`src/rtl/vc_rr_sel.sv`:
```
// vc_rr_sel: round-robin VC selector with a wormhole hold lock for one input port.
// Ports:
//   clk        - single clock, all state updates on the rising edge
//   reset      - synchronous active-high reset
//   vc_req     - per-VC head-flit route request
//   sw_grant   - switch allocator granted this port this cycle
//   flit_tail  - flit leaving under the current grant is a tail
//   sel        - registered index of the selected VC
//   sel_valid  - registered, sel is meaningful (high while the lock is held)
//   vc_deq     - one-hot dequeue strobe, combinational from sel and sw_grant
// Macro VC_SEL_AGE_LIMIT_EN adds a hold timeout that releases a lock whose
// packet has not received any grant within AGE_LIMIT cycles.
module vc_rr_sel #(
    parameter int NUM_VC         = 5,
    parameter int VC_INDEX_WIDTH = 3,
    parameter int AGE_LIMIT      = 15
) (
    input  logic                      clk,
    input  logic                      reset,
    input  logic [NUM_VC-1:0]         vc_req,
    input  logic                      sw_grant,
    input  logic                      flit_tail,
    output logic [VC_INDEX_WIDTH-1:0] sel,
    output logic                      sel_valid,
    output logic [NUM_VC-1:0]         vc_deq
);
    typedef enum logic {SEARCH, HOLD} state_e;
    state_e                    state_q, state_d;
    logic [VC_INDEX_WIDTH-1:0] ptr_q, ptr_d, sel_q, sel_d, pick, sel_inc;
    logic                      timeout;
    // Scan downward so the lowest cyclic offset from ptr wins.
    always_comb begin
        pick = ptr_q;
        for (int k = NUM_VC - 1; k >= 0; k--) begin
            logic [VC_INDEX_WIDTH:0] idx;
            idx = {1'b0, ptr_q} + (VC_INDEX_WIDTH+1)'(k);
            if (idx >= (VC_INDEX_WIDTH+1)'(NUM_VC)) idx = idx - (VC_INDEX_WIDTH+1)'(NUM_VC);
            if (vc_req[idx[VC_INDEX_WIDTH-1:0]]) pick = idx[VC_INDEX_WIDTH-1:0];
        end
    end
    // Wrap at NUM_VC, not at the power of two of the index width.
    assign sel_inc = (sel_q == VC_INDEX_WIDTH'(NUM_VC - 1)) ? '0 : sel_q + 1'b1;
`ifdef VC_SEL_AGE_LIMIT_EN
    logic [3:0] age_q, age_d;
    logic       granted_q, granted_d;
    assign timeout = (state_q == HOLD) && !granted_q && (age_q == 4'(AGE_LIMIT));
    // Counter is cleared while searching, so it starts at zero on HOLD entry.
    always_comb begin
        age_d     = age_q;
        granted_d = granted_q;
        if (state_q == SEARCH) begin
            age_d     = '0;
            granted_d = 1'b0;
        end else if (sw_grant) begin
            granted_d = 1'b1;
        end else if (!granted_q && age_q != 4'hf) begin
            age_d = age_q + 1'b1;
        end
    end
    always_ff @(posedge clk) begin
        if (reset) begin
            age_q     <= '0;
            granted_q <= 1'b0;
        end else begin
            age_q     <= age_d;
            granted_q <= granted_d;
        end
    end
`else
    logic unused_age;
    assign unused_age = (AGE_LIMIT != 0);
    assign timeout    = 1'b0;
`endif
    always_comb begin
        state_d = state_q;
        ptr_d   = ptr_q;
        sel_d   = sel_q;
        if (state_q == SEARCH) begin
            if (|vc_req) begin
                sel_d   = pick;
                state_d = HOLD;
            end
        end else if (timeout || (sw_grant && flit_tail)) begin
            ptr_d   = sel_inc;
            state_d = SEARCH;
        end
    end
    always_ff @(posedge clk) begin
        if (reset) begin
            state_q <= SEARCH;
            ptr_q   <= '0;
            sel_q   <= '0;
        end else begin
            state_q <= state_d;
            ptr_q   <= ptr_d;
            sel_q   <= sel_d;
        end
    end
    assign sel       = sel_q;
    assign sel_valid = (state_q == HOLD);
    // A timing-out packet and a port under reset must never dequeue.
    assign vc_deq    = (sw_grant && sel_valid && !reset && !timeout) ? (NUM_VC'(1) << sel_q) : '0;
endmodule

```
`config.mk`:
```
export PLATFORM = sky130hd
export DESIGN_NAME = vc_rr_sel
export DESIGN_NICKNAME = d
export VERILOG_FILES = /design/src/rtl/vc_rr_sel.sv
export SDC_FILE = /design/constraint.sdc
export NUM_CORES = 1
export LEC_CHECK = 0
export BUFFER_PORTS_ARGS = -buffer_cell sky130_fd_sc_hd__buf_2
export CAP_MARGIN = 20
export CORE_UTILIZATION = 54
export DETAILED_ROUTE_END_ITERATION = 16
export GPL_TIMING_DRIVEN = 0
export PLACE_DENSITY = 0.75
export SLEW_MARGIN = 20
export SYNTH_ARGS = -nofsm -noshare
export SYNTH_HDL_FRONTEND = slang
export SYNTH_SLANG_ARGS = --single-unit
```
`constraint.sdc`:
```
create_clock -name clk -period 5 [get_ports clk]
set_input_delay 1 -clock clk [delete_from_list [all_inputs] [get_ports clk]]
set_output_delay 1 -clock clk [all_outputs]
set_load 0.02 [all_outputs]
```
## Word-level counts from Yosys, hierarchy flattened

Index checks and enable logic that the tools add are counted.
Widths: inputs -> output; s select.

| word-level totals | value |
|---|---|
| word-level logic and storage cells | 58 |
| register bits | 7 |
| output and inout port bits | 9 |
| input bits | 9 |

| cells by class | value |
|---|---|
| reductions and logical operators | 7 |
| bitwise logic cells | 1 |
| eq/ne operators | 1 |
| multiplexer cells | 25 |
| $add $sub $neg | 10 |
| shift-type cells | 1 |
| magnitude comparators | 10 |

Operators with widths:

| kind | number |
|---|---|
| $mux 3 | 11 |
| $lt 3x4->1 const B | 5 |
| $ge 4x3->1 const B | 4 |
| $bmux 1 s3 | 5 |
| $sub 3x3->3 const B | 5 |
| $add 3x2->4 const B | 2 |
| $mux 1 | 8 |
| $mux 5 | 1 |
| $reduce_or 5->1 | 1 |
| $shl 1x3->5 const A | 1 |
| $add 3x1->4 const B | 1 |
| $add 3x3->4 const B | 1 |
| $reduce_and 2->1 | 2 |
| $add 3x1->3 const B | 1 |
| $eq 3x3->1 const B | 1 |
| $ge 3x3->1 const B | 1 |
| $logic_and 1x1->1 | 3 |
| $logic_not 1->1 | 1 |
| $not 1->1 | 1 |

## Longest topological paths before layout

Gate-level depths: netlist of run 1.

| logic depth | value |
|---|---|
| depth in word-level cells | 10 |
| mapped depth | 12 |
| depth with buffers taken out | 11 |

## Least setup slack after synthesis of run 1

Ideal clock, no wire load.

| path | value |
|---|---|
| kind | register to register |
| from | reg ptr_q[0] |
| to | reg sel_q[0], in the netlist sel[0] |
| setup time | 133 ps |
| cell stages (with the launch flop) | 13 |
| buffers on the path | 1 |
| clock period less this slack | 2,909 ps |
| arrival time | 2,776 ps |
| setup slack | 2,091 ps |
| required time | 4,867 ps |
| path through | dfxtp_1 buf_4 inv_1 ha_1 inv_1 fa_1 a21oi_4 xnor2_1 mux2i_1 nor3_1 or4_1 o2111ai_1 a311oi_2 |

| between the ends | value |
|---|---|
| longest elaborated chain between the ends | 10 |
| elaborated cells on any way between the ends | 34 |

Ends and longest elaborated chain:

| item | line | source |
|---|---|---|
| from (decl) | 29 | `logic [VC_INDEX_WIDTH-1:0] ptr_q, ptr_d, sel_q, sel_d, pick, sel_inc;` |
| from (signal assigned) | 95 | `ptr_q <= ptr_d;` |
| $add 3x3->4 | 36 | `idx = {1'b0, ptr_q} + (VC_INDEX_WIDTH+1)'(k);` |
| $ge 4x3->1 or $sub 3x3->3 (tied branches) | 37 | `if (idx >= (VC_INDEX_WIDTH+1)'(NUM_VC)) idx = idx - (VC_INDEX_WIDTH+1)'(NUM_VC);` |
| $mux 3 | 37 |  |
| $bmux 1 s3 | 38 | `if (vc_req[idx[VC_INDEX_WIDTH-1:0]]) pick = idx[VC_INDEX_WIDTH-1:0];` |
| $mux 1 (implied by the code) | 38 |  |
| $mux 3 (4 in series) | 38 |  |
| $mux 3 (*) | 38 |  |
| to (signal assigned) | 96 | `sel_q <= sel_d;` |
| to (decl) | 29 |  |

Every way passes the cells marked *; elsewhere a longest branch is shown, timed or not. The select of a mux whose other input is x is not followed.
A chain may end at the register's enable or synchronous reset.

## Worst setup path after layout of run 1

Same ends and word-level chain as after synthesis.

==> results of run 1 <==
-- registers in the layout, summed over array words and instances, names as in the netlist --
signal / flops
ptr_q: 3
sel: 3
sel_valid: 1
-- Yosys cell counts (all sizes together), types with 3 or more instances --
master / n
xnor2: 3
buf: 8
a21oi: 8
nor2: 23
o21ai: 8
nand3: 5
nor3: 5
and3: 5
nand4: 3
inv: 10
mux2i: 15
dfxtp: 7
a31oi: 3
nor2b: 3
ha: 13
mux2: 3
a21o: 3
nand2b: 11
nand2: 14
-- per-layer routing --
metal	share of wire [%]	track usage, %	routed length, um
met4	1.2	7.26	44
met1	46	39.1	1740
met2	46	43.0	1740
met5	0	0	0
met3	7.1	4.72	270
-- layout make-up --
class | count | share of cell area, %
Sequential cell | 7 | 8.54
Timing Repair Buffer | 16 | 4.88
Clock buffer | 4 | 1.60
Inverter | 10 | 2.29
Multi-Input combinational cell | 165 | 76.6
Tap cell | 30 | 2.29
Buffer | 10 | 3.81
-- kinds of logic after synthesis --
family	Yosys count	share of synthesized area (%)
AOI/OAI and AO/OA	48	25.9
xor gates and xnor gates	4	2.34
adders and majority gates	14	12.2
buffers and inverters	20	6.68
DFF	7	9.36
muxes	19	15.7
and+or+nand+nor	80	27.8
-- path summary, 6_finish.rpt --
kind	start	to	slack, ns
worst max-delay path	ptr_q[0]$_SDFFE_PP0P_	sel[0]$_SDFFE_PP0P_	1.70
worst min-delay path	sel[0]$_SDFFE_PP0P_	ptr_q[0]$_SDFFE_PP0P_	0.59
worst max register to register	ptr_q[0]$_SDFFE_PP0P_	sel[0]$_SDFFE_PP0P_	1.70
worst min register to register	sel[0]$_SDFFE_PP0P_	ptr_q[0]$_SDFFE_PP0P_	0.59
-- stage by stage --
stage / total power [mW] / area [um^2]
after global routing: 0.264 / 1640
after floorplan: 0.160 / 1500
final: 0.244 / 1640
after global placement: 0.187 / 1620
after CTS: 0.244 / 1640
after detailed placement: 0.191 / 1620
-- layout by cell type (no fill, tap or decap), types with 3 or more instances in the layout --
| cell type | Yosys | final |
|---|---|---|
| ha_1 | 13 | 13 |
| clkbuf_4 | 0 | 3 |
| nor3_1 | 5 | 5 |
| o21ai_0 | 6 | 6 |
| nand2b_1 | 11 | 11 |
| nand4_1 | 3 | 3 |
| inv_1 | 10 | 10 |
| and3_1 | 5 | 5 |
| a21oi_1 | 6 | 6 |
| nor2_1 | 23 | 23 |
| nand3_1 | 5 | 5 |
| xnor2_1 | 3 | 3 |
| a31oi_1 | 3 | 3 |
| nand2_1 | 14 | 14 |
| buf_2 | 5 | 21 |
| clkbuf_1 | 2 | 3 |
| dfxtp_1 | 7 | 7 |
| mux2i_1 | 13 | 13 |
| a21o_1 | 3 | 3 |
-- report_power, final --
part           switching [mW]  total [mW]  internal, mW
clock network          0.0223      0.0528        0.0306
registers             0.00653      0.0661        0.0595
logic                  0.0733       0.126        0.0523
==> flow_metrics.py, run 1 <==
metrics = {
    "route": {
        "wl_per_cell_um": 15.7,
        "antenna_left": 0,
        "wl_mm": 3.80,
        "firstDrtPassIters": 4,
        "routed_via_density": 6.31,
        "drc_errors": 0,
        "drtIter0Drc": 56,
        "vias": 1526,
    },
    "sta": {
        "finalWorstSetupSlack_ns": 1.70,
        "fin_crit_ns": 3.30,
        "unrepaired_setup_endpoints_after_global_routing": "no",
        "totalNegativeSetupSlack_ns": 0,
        "maxSlewHeadroom_pct": 64.2,
        "timing.fmax_ghz": 0.303,
        "timing_max_transition_violations_final": 0,
        "final_hold_viol_count": 0,
        "setup_clock_skew_after_layout_ns": 0.00397,
        "finalCritPeriodShare_pct": 66.1,
        "timing.final.setup_violations": 0,
        "whs_ns": 0.595,
        "max_slew.worst_pin.slew_ns": 0.530,
    },
    "worst_setup_path": {
        "worst-path-max-fanout": 10,
        "rr_worst_depth": 12,
        "critical-path-slowest-cell": "or4_1",
        "cpMostUsedCell": "inv_1",
        "crit_chain": "buf_4 -> inv_1 -> ha_1 -> inv_1 -> fa_1 -> a21oi_4 -> xnor2_1 -> mux2i_1 -> nor3_1 -> or4_1 -> o2111ai_1 -> a311oi_2",
        "worstSetupStartpointType": "flop",
        "timing.critical_path.required_ns": 5.13,
        "critical_path.endpoint_type": "flop",
        "crit_cells": 12,
        "critical-path-top-delay-family": "adder cells",
        "critical_path.max_stage_delay_ns": 0.51,
        "criticalPathCategory": "flop to flop",
        "critPathArrivalTime_ns": 3.43,
        "cp.buffers_inverters": 3,
    },
    "yosys": {
        "ys_ff_latch": 7,
        "synth_area_um2": 1500,
        "postSynthCellCount": 192,
        "synth.yosys.seq_area_share_pct": 9.36,
        "yosysUniqueCellTypes": 61,
        "mappedNetlistNets": 215,
        "synthDominantCellAreaShare_pct": 10.9,
        "synth-warning-count": 0,
        "synthArstFlopShare_pct": 0,
        "postSynthAreaPerCell_um2": 7.80,
        "synth_area_leaders": "ha_1, dfxtp_1, mux2i_1, nor2_1, nand2b_1",
        "synth_enable_flop_cells": 0,
        "yosys.area.top_type": "ha_1",
        "synth-main-ff-cell": "dfxtp_1",
    },
    "place": {
        "dp.final_hpwl_mm": 3.05,
        "gp_routability_congestion": 0.950,
        "port-buffer-count": 16,
        "dp_worst_setup_slack_ns": 1.72,
        "dp.cells": 238,
    },
    "clocking": {
        "cts-buffers-inserted": 3,
        "clk-insertion-delay-late_ns": 0.26,
        "cts_hold_buf": 0,
        "cts_post_setup_buffers_inserted": 0,
        "ctsResizeCount": 0,
        "cts_tree": "built",
        "cts.reportedPaths.clkPinSlew_ns": 0.05,
        "clock-sinks": 7,
        "cts.root.buffer_cell": "clkbuf_4",
        "htree_levels": 1,
        "max-clock-path-buffers": 2,
    },
    "layout": {
        "final_layout_size_suffix_gt1_share_pct": 19.3,
        "stdcell_count": 242,
        "layout.core_utilization_pct": 64.5,
        "regArea_um2": 140,
        "finalNetCount": 236,
        "filler_cell_count": 238,
        "syn2layout_area_growth_pct": 9.61,
        "multi_input_area_um2": 1260,
        "antenna_cells_inserted": 0,
    },
    "floorplanning": {
        "die_w_um": 54.7,
        "floorplan.io_pins": 18,
        "rows": 18,
        "initial_util_pct": 58.8,
        "die_height_um": 54.7,
        "fp.coreArea_um2": 2540,
        "die_area_um2": 2990,
    },
    "run_status": {
        "status": "completed",
    },
    "global_routing": {
        "grt.total_usage_pct": 27.8,
        "grt.overflow.total": 0,
        "grt_first_pass_wirelength_mm": 5.95,
        "first_global_vias": 1295,
        "grt_antenna_before_repair": 0,
        "pin_count_of_the_biggest_net_entering_global_routing": 11,
    },
    "hold_path": {
        "timing.hold.worst.class": "flop to flop",
        "min_delay_path_depth": 1,
    },
    "power_and_ir_drop": {
        "p_leak_nw": 0.665,
        "ir_drop_mv": 0.168,
        "power_density_cells_nw_per_um2": 149,
    },
    "run": {
        "maxCapViolCount": 0,
    },
}
Note: power is estimated with default switching activity, not from simulation.
==> inputs of run 2 (changes only) <==
- CORE_UTILIZATION: 54 -> 53
- PLACE_DENSITY: 0.75 -> 0.77
- clock period: 5 -> 2.67 ns (I/O delays scaled with it)
==> run 2 against run 1 <==
  * The flow now finishes with violations (setup timing)
  * Sequential share of layout area is 1.1 points lower
  * Combinational power grew to 2.7 times the previous value
  * Power rose by 130%
  * Register-to-register slack got worse by 1.8 ns
  * Maximum frequency rose by 21%
  * Clock power increased by 88%
  * Critical path depth is 2 lower
  * Critical endpoint is now sel[1]$_SDFFE_PP0P_
  * Wire length rose by 37%
  * Clock skew increased by 0.00070 ns
  * Global-route usage grew 5.0 points
  * Largest cell class unchanged
==> flow_metrics.py, run 2 (synthesis gave the netlist of run 1 again) <==
metrics = {
    "run_status": {
        "status": "finished with violations",
        "violated_checks": "setup timing",
    },
    "run": {
        "maxCapViolCount": 0,
    },
    "clocking": {
        "cts.root.buffer_cell": "clkbuf_4",
        "cts-buffers-inserted": 3,
        "cts.reportedPaths.clkPinSlew_ns": 0.06,
        "cts_tree": "built",
        "clk-insertion-delay-late_ns": 0.25,
        "clock-sinks": 7,
        "htree_levels": 1,
        "max-clock-path-buffers": 2,
    },
    "place": {
        "port-buffer-count": 16,
        "dp_worst_setup_slack_ns": -0.419,
        "dp.final_hpwl_mm": 3.15,
        "dp.cells": 238,
        "gp_routability_congestion": 0.900,
    },
    "worst_setup_path": {
        "critical-path-slowest-cell": "dfxtp_4",
        "criticalPathCategory": "flop to flop",
        "worstSetupStartpointType": "flop",
        "worst-path-max-fanout": 6,
        "timing.critical_path.required_ns": 2.82,
        "critPathArrivalTime_ns": 2.87,
        "critical_path.endpoint_type": "flop",
        "crit_chain": "buf_8 -> clkinvlp_4 -> ha_1 -> a21oi_4 -> mux2i_4 -> mux2i_2 -> or3_1 -> nand4_1 -> nor3b_1 -> o32ai_1",
        "critical_path.max_stage_delay_ns": 0.40,
    },
    "route": {
        "wl_mm": 5.20,
        "routed_via_density": 6.63,
        "vias": 1744,
        "drc_errors": 0,
        "firstDrtPassIters": 7,
        "drtIter0Drc": 117,
        "antenna_left": 0,
        "wl_per_cell_um": 19.8,
    },
    "sta": {
        "final_hold_viol_count": 0,
        "max_slew.worst_pin.slew_ns": 0.565,
        "timing.final.setup_violations": 2,
        "unrepaired_setup_endpoints_after_global_routing": "yes",
        "finalWorstSetupSlack_ns": -0.0548,
        "maxSlewHeadroom_pct": 61.8,
        "timing_max_transition_violations_final": 0,
        "finalCritPeriodShare_pct": 102,
        "setup_clock_skew_after_layout_ns": 0.00467,
        "timing.fmax_ghz": 0.367,
        "fin_crit_ns": 2.72,
    },
    "layout": {
        "filler_cell_count": 172,
        "commonest_non_fill_non_tap_cells_in_the_layout": "buf_4, nor2_1, buf_2, nand2_1, nand2b_1",
        "regArea_um2": 151,
        "final_layout_size_suffix_gt1_share_pct": 40.3,
        "multi_input_area_um2": 1440,
        "finalNetCount": 257,
        "final_common_cell": "buf_4",
        "stdcell_count": 263,
        "antenna_cells_inserted": 0,
        "syn2layout_area_growth_pct": 35.8,
    },
    "floorplanning": {
        "fp.coreArea_um2": 2570,
        "initial_util_pct": 58.3,
        "rows": 18,
        "die_w_um": 55.2,
        "die_height_um": 55.2,
        "floorplan.io_pins": 18,
        "die_area_um2": 3040,
    },
    "global_routing": {
        "pin_count_of_the_biggest_net_entering_global_routing": 11,
        "first_global_vias": 1475,
        "grt_busiest_layer": "met2",
        "use_met3_pct": 3.83,
        "grt_antenna_before_repair": 0,
        "global_route.usage.met1_pct": 40.4,
        "groute.layer.met2.usage_pct": 58.8,
        "grt.overflow.total": 0,
        "grt_first_pass_wirelength_mm": 7.06,
        "grt.total_usage_pct": 32.8,
    },
    "power_and_ir_drop": {
        "power_density_cells_nw_per_um2": 275,
        "p_leak_nw": 0.824,
        "fin_total_pwr_mw": 0.559,
        "ir_drop_mv": 0.366,
    },
    "hold_path": {
        "timing.hold.worst.class": "flop to flop",
    },
}
run 2: stage by stage:
| stage | hold slack, ns | cell area, um^2 | util, % | setup TNS, ns |
|---|---|---|---|---|
| 6_report | 0.550 | 2030 | 79.2 | -0.0777 |
| 5_1_grt | 0.568 | 2030 | 79.2 | -0.319 |
| 4_1_cts | 0.552 | 1850 | 72.0 | -0.203 |
| 3_5_place_dp | 0.541 | 1660 | 64.6 | -0.945 |
| 3_3_place_gp | 0.529 | 1660 | 64.6 | -0.760 |
| 2_1_floorplan | 0.584 | 1540 | - | -0.0146 |
run 2: what timing repair did:
action                                  in CTS  in global routing
setup buffers                               10                 14
hold endpoints to repair                     0                  0
pin swaps                                    5                 14
endpoints found under the setup margin       3                  3
hold buffers                                 0                  0
resized for setup                           25                 24
run 2: final timing paths:
kind	from	to	slack [ns]	cells past startpoint
max	ptr_q[1]$_SDFFE_PP0P_	sel[1]$_SDFFE_PP0P_	-0.05	10
min	sel[0]$_SDFFE_PP0P_	ptr_q[0]$_SDFFE_PP0P_	0.55	1
max reg2reg	ptr_q[1]$_SDFFE_PP0P_	sel[1]$_SDFFE_PP0P_	-0.05	10
min reg2reg	sel[0]$_SDFFE_PP0P_	ptr_q[0]$_SDFFE_PP0P_	0.55	1
run 2: cell type report:
cell class	count	share of cell area [%]
well taps	30	1.85
repair buffers	40	12.8
flip-flops and latches	7	7.45
multi-input cells	165	70.6
clock buffers	4	1.29
plain buffers	7	3.38
inverters	10	2.58
run 2: per-layer routing:
layer	routed length (um)	up-vias	part of all wire (%)
met3	440	31	8.5
met1	1990	801	38
met4	258	0	5.0
met5	0	-	0
li1	-	783	-
met2	2510	129	48
run 2: report_power, final:
part / internal [mW] / switching, mW / total [mW]
Sequential: 0.110 / 0.0122 / 0.122
Combinational: 0.156 / 0.182 / 0.338
Clock: 0.0572 / 0.0418 / 0.0991
run 2: worst max-delay path, delay by kind of cell, from the launching register on:
| family | cells | cell delay [ns] |
|---|---|---|
| flip-flops | 1 | 0.40 |
| buffers and inverters | 2 | 0.27 |
| multiplexers | 2 | 0.64 |
| adder cells (fa/ha/maj) | 1 | 0.31 |
| AND/OR/NAND/NOR | 3 | 0.50 |
| AO/OA/AOI/OAI | 2 | 0.51 |
==> inputs of run 3 (changes only) <==
--- a/constraint.sdc
+++ b/constraint.sdc
@@ -3,2 +3,2 @@
 set_output_delay 0.534 -clock clk [all_outputs]
-set_load 0.02 [all_outputs]
+set_load 0.1 [all_outputs]
==> run 3 against run 2 <==
  * Core utilization up 0.20 points
  * Design area up 0.25%
  * Critical path type unchanged
  * Highest routed layer unchanged
  * Wire length down 15%
  * Largest power group unchanged
  * Register-to-register slack better by 0.04 ns
  * First-iteration DRC count down 50%
  * Clock skew down 0.0043 ns
  * Power up 3.8%
  * Critical path depth up 1
  * Via count down 6.9%
  * Worst setup slack better by 0.037 ns
  * The flow still finishes with violations (setup timing)
  * Critical endpoint is now sel[0]$_SDFFE_PP0P_
==> flow_metrics.py, run 3 (synthesis gave the netlist of run 1 again) <==
metrics = {
    "sta": {
        "fin_crit_ns": 2.69,
        "max_slew.worst_pin.slew_ns": 0.571,
        "whs_ns": 0.539,
        "unrepaired_setup_endpoints_after_global_routing": "yes",
        "maxSlewHeadroom_pct": 61.4,
        "final_hold_viol_count": 0,
        "finalWorstSetupSlack_ns": -0.0177,
        "timing.final.setup_violations": 1,
        "setup_clock_skew_after_layout_ns": 0.000352,
        "timing.fmax_ghz": 0.372,
        "timing_max_transition_violations_final": 0,
        "finalCritPeriodShare_pct": 101,
    },
    "power_and_ir_drop": {
        "power_density_cells_nw_per_um2": 285,
        "ir_drop_mv": 0.354,
        "p_leak_nw": 0.827,
    },
    "worst_setup_path": {
        "worst-path-max-fanout": 5,
        "r2r_setup_slack_ns": -0.02,
        "critical_path.endpoint_type": "flop",
        "setup.worst_path.start": "ptr_q[1]$_SDFFE_PP0P_",
        "worst_r2r_endpoint": "sel[0]$_SDFFE_PP0P_",
        "timing.critical_path.required_ns": 2.79,
        "critPathArrivalTime_ns": 2.81,
        "critical_path.reg2reg.startpoint": "ptr_q[1]$_SDFFE_PP0P_",
        "worstSetupStartpointType": "flop",
        "criticalPathCategory": "flop to flop",
        "crit_end": "sel[0]$_SDFFE_PP0P_",
        "rr_worst_depth": 11,
    },
    "clocking": {
        "htree_levels": 1,
        "max-clock-path-buffers": 2,
        "clk-insertion-delay-late_ns": 0.26,
        "cts_hold_buf": 0,
        "cts.reportedPaths.clkPinSlew_ns": 0.05,
        "cts_tree": "built",
        "clock-sinks": 7,
        "cts-buffers-inserted": 3,
        "cts.root.buffer_cell": "clkbuf_4",
    },
    "place": {
        "gp_routability_congestion": 0.905,
        "port-buffer-count": 16,
        "dp.final_hpwl_mm": 3.11,
        "dp.cells": 238,
    },
    "route": {
        "firstDrtPassIters": 4,
        "vias": 1624,
        "drc_errors": 0,
        "wl_per_cell_um": 16.8,
        "antenna_left": 0,
        "drtIter0Drc": 58,
        "wl_mm": 4.44,
        "routed_via_density": 6.15,
    },
    "run_status": {
        "violated_checks": "setup timing",
        "status": "finished with violations",
    },
    "layout": {
        "regArea_um2": 153,
        "syn2layout_area_growth_pct": 36.1,
        "layout.core_utilization_pct": 79.4,
        "finalNetCount": 258,
        "commonest_non_fill_non_tap_cells_in_the_layout": "buf_4, nor2_1, buf_2, nand2_1, nand2b_1",
        "antenna_cells_inserted": 0,
        "multi_input_area_um2": 1440,
        "stdcell_count": 264,
        "filler_cell_count": 165,
        "final_layout_size_suffix_gt1_share_pct": 40.6,
        "final_common_cell": "buf_4",
    },
    "global_routing": {
        "grt_first_pass_wirelength_mm": 6.75,
        "grt.overflow.total": 0,
        "first_global_vias": 1423,
        "grt_antenna_before_repair": 0,
        "grt.total_usage_pct": 31.9,
        "pin_count_of_the_biggest_net_entering_global_routing": 11,
    },
    "floorplanning": {
        "initial_util_pct": 58.3,
        "fp.coreArea_um2": 2570,
        "die_area_um2": 3040,
        "floorplan.io_pins": 18,
        "die_w_um": 55.2,
        "die_height_um": 55.2,
        "rows": 18,
    },
    "hold_path": {
        "timing.hold.worst.class": "flop to flop",
    },
    "run": {
        "maxCapViolCount": 0,
    },
}
==> run 3: cell types whose count changed in the layout (fill, tap and decap cells not counted), sizes merged <==
cell	previous run	this run
buf	45	46
==> run 3: how the worst min path moves through the flow <==
| stage | slack [ns] | startpoint | depth (start not counted) | endpoint |
|---|---|---|---|---|
| final | 0.54 | sel_valid$_SDFF_PP0_ | 1 | sel_valid$_SDFF_PP0_ |
| after detailed placement | 0.53 | sel_valid$_SDFF_PP0_ | 1 | sel_valid$_SDFF_PP0_ |
| after global routing | 0.57 | sel_valid$_SDFF_PP0_ | 1 | sel_valid$_SDFF_PP0_ |
| after global placement | 0.52 | sel_valid$_SDFF_PP0_ | 1 | sel_valid$_SDFF_PP0_ |
| after floorplan | 0.69 | ptr_q[1]$_SDFFE_PP0P_ | 3 | ptr_q[1]$_SDFFE_PP0P_ |
| after CTS | 0.54 | sel_valid$_SDFF_PP0_ | 1 | sel_valid$_SDFF_PP0_ |
==> run 3: timing repair <==
action | 4_1_cts | 5_1_grt
resized for setup | 26 | 17
gates cloned | 0 | 0
setup buffers | 17 | 8
hold endpoints to repair | 0 | 0
setup endpoints to repair | 3 | 3
pin swaps | 11 | 13
==> run 3: worst max-delay path: stages (launching register included) <==
cell        delay [ns]
dfxtp_4           0.37
buf_8             0.12
clkinvlp_4        0.12
buf_6             0.14
ha_4              0.30
a21o_1            0.18
mux2i_2           0.27
buf_4             0.16
nor3_2            0.04
or4_4             0.53
o2111ai_4         0.20
a311oi_2          0.11
==> run 3: per-stage QoR <==
stage,setup TNS [ns],power [mW],worst slack [ns],area (um^2)
final,-0.0177,0.580,-0.0177,2040
after global routing,-0.0981,0.613,-0.0899,2040
after CTS,0,0.552,0.000641,1910
after detailed placement,-0.842,0.408,-0.395,1670
after global placement,-0.773,0.400,-0.392,1670
after floorplan,-0.0223,0.348,-0.0146,1550
==> run 3: routing by layer <==
layer | track usage, % | routed length, um
met1 | 40.3 | 1950
met3 | 1.37 | 208
met5 | 0 | 0
met4 | 11.3 | 103
met2 | 57.0 | 2170
==> run 3: report_power, final <==
part,internal (mW),switching (mW),leakage [nW],total (mW)
clock network,0.0572,0.0416,0.0150,0.0988
registers,0.110,0.0110,0.0598,0.121
logic,0.149,0.212,0.752,0.360
total,0.316,0.264,0.827,0.580
==> run 3: cell type report <==
type / instances / share of cell area (%)
plain buffers: 7 / 2.76
clock buffers: 4 / 1.29
inverters: 10 / 2.58
multi-input cells: 165 / 70.7
flip-flops and latches: 7 / 7.49
well taps: 30 / 1.84
repair buffers: 41 / 13.3
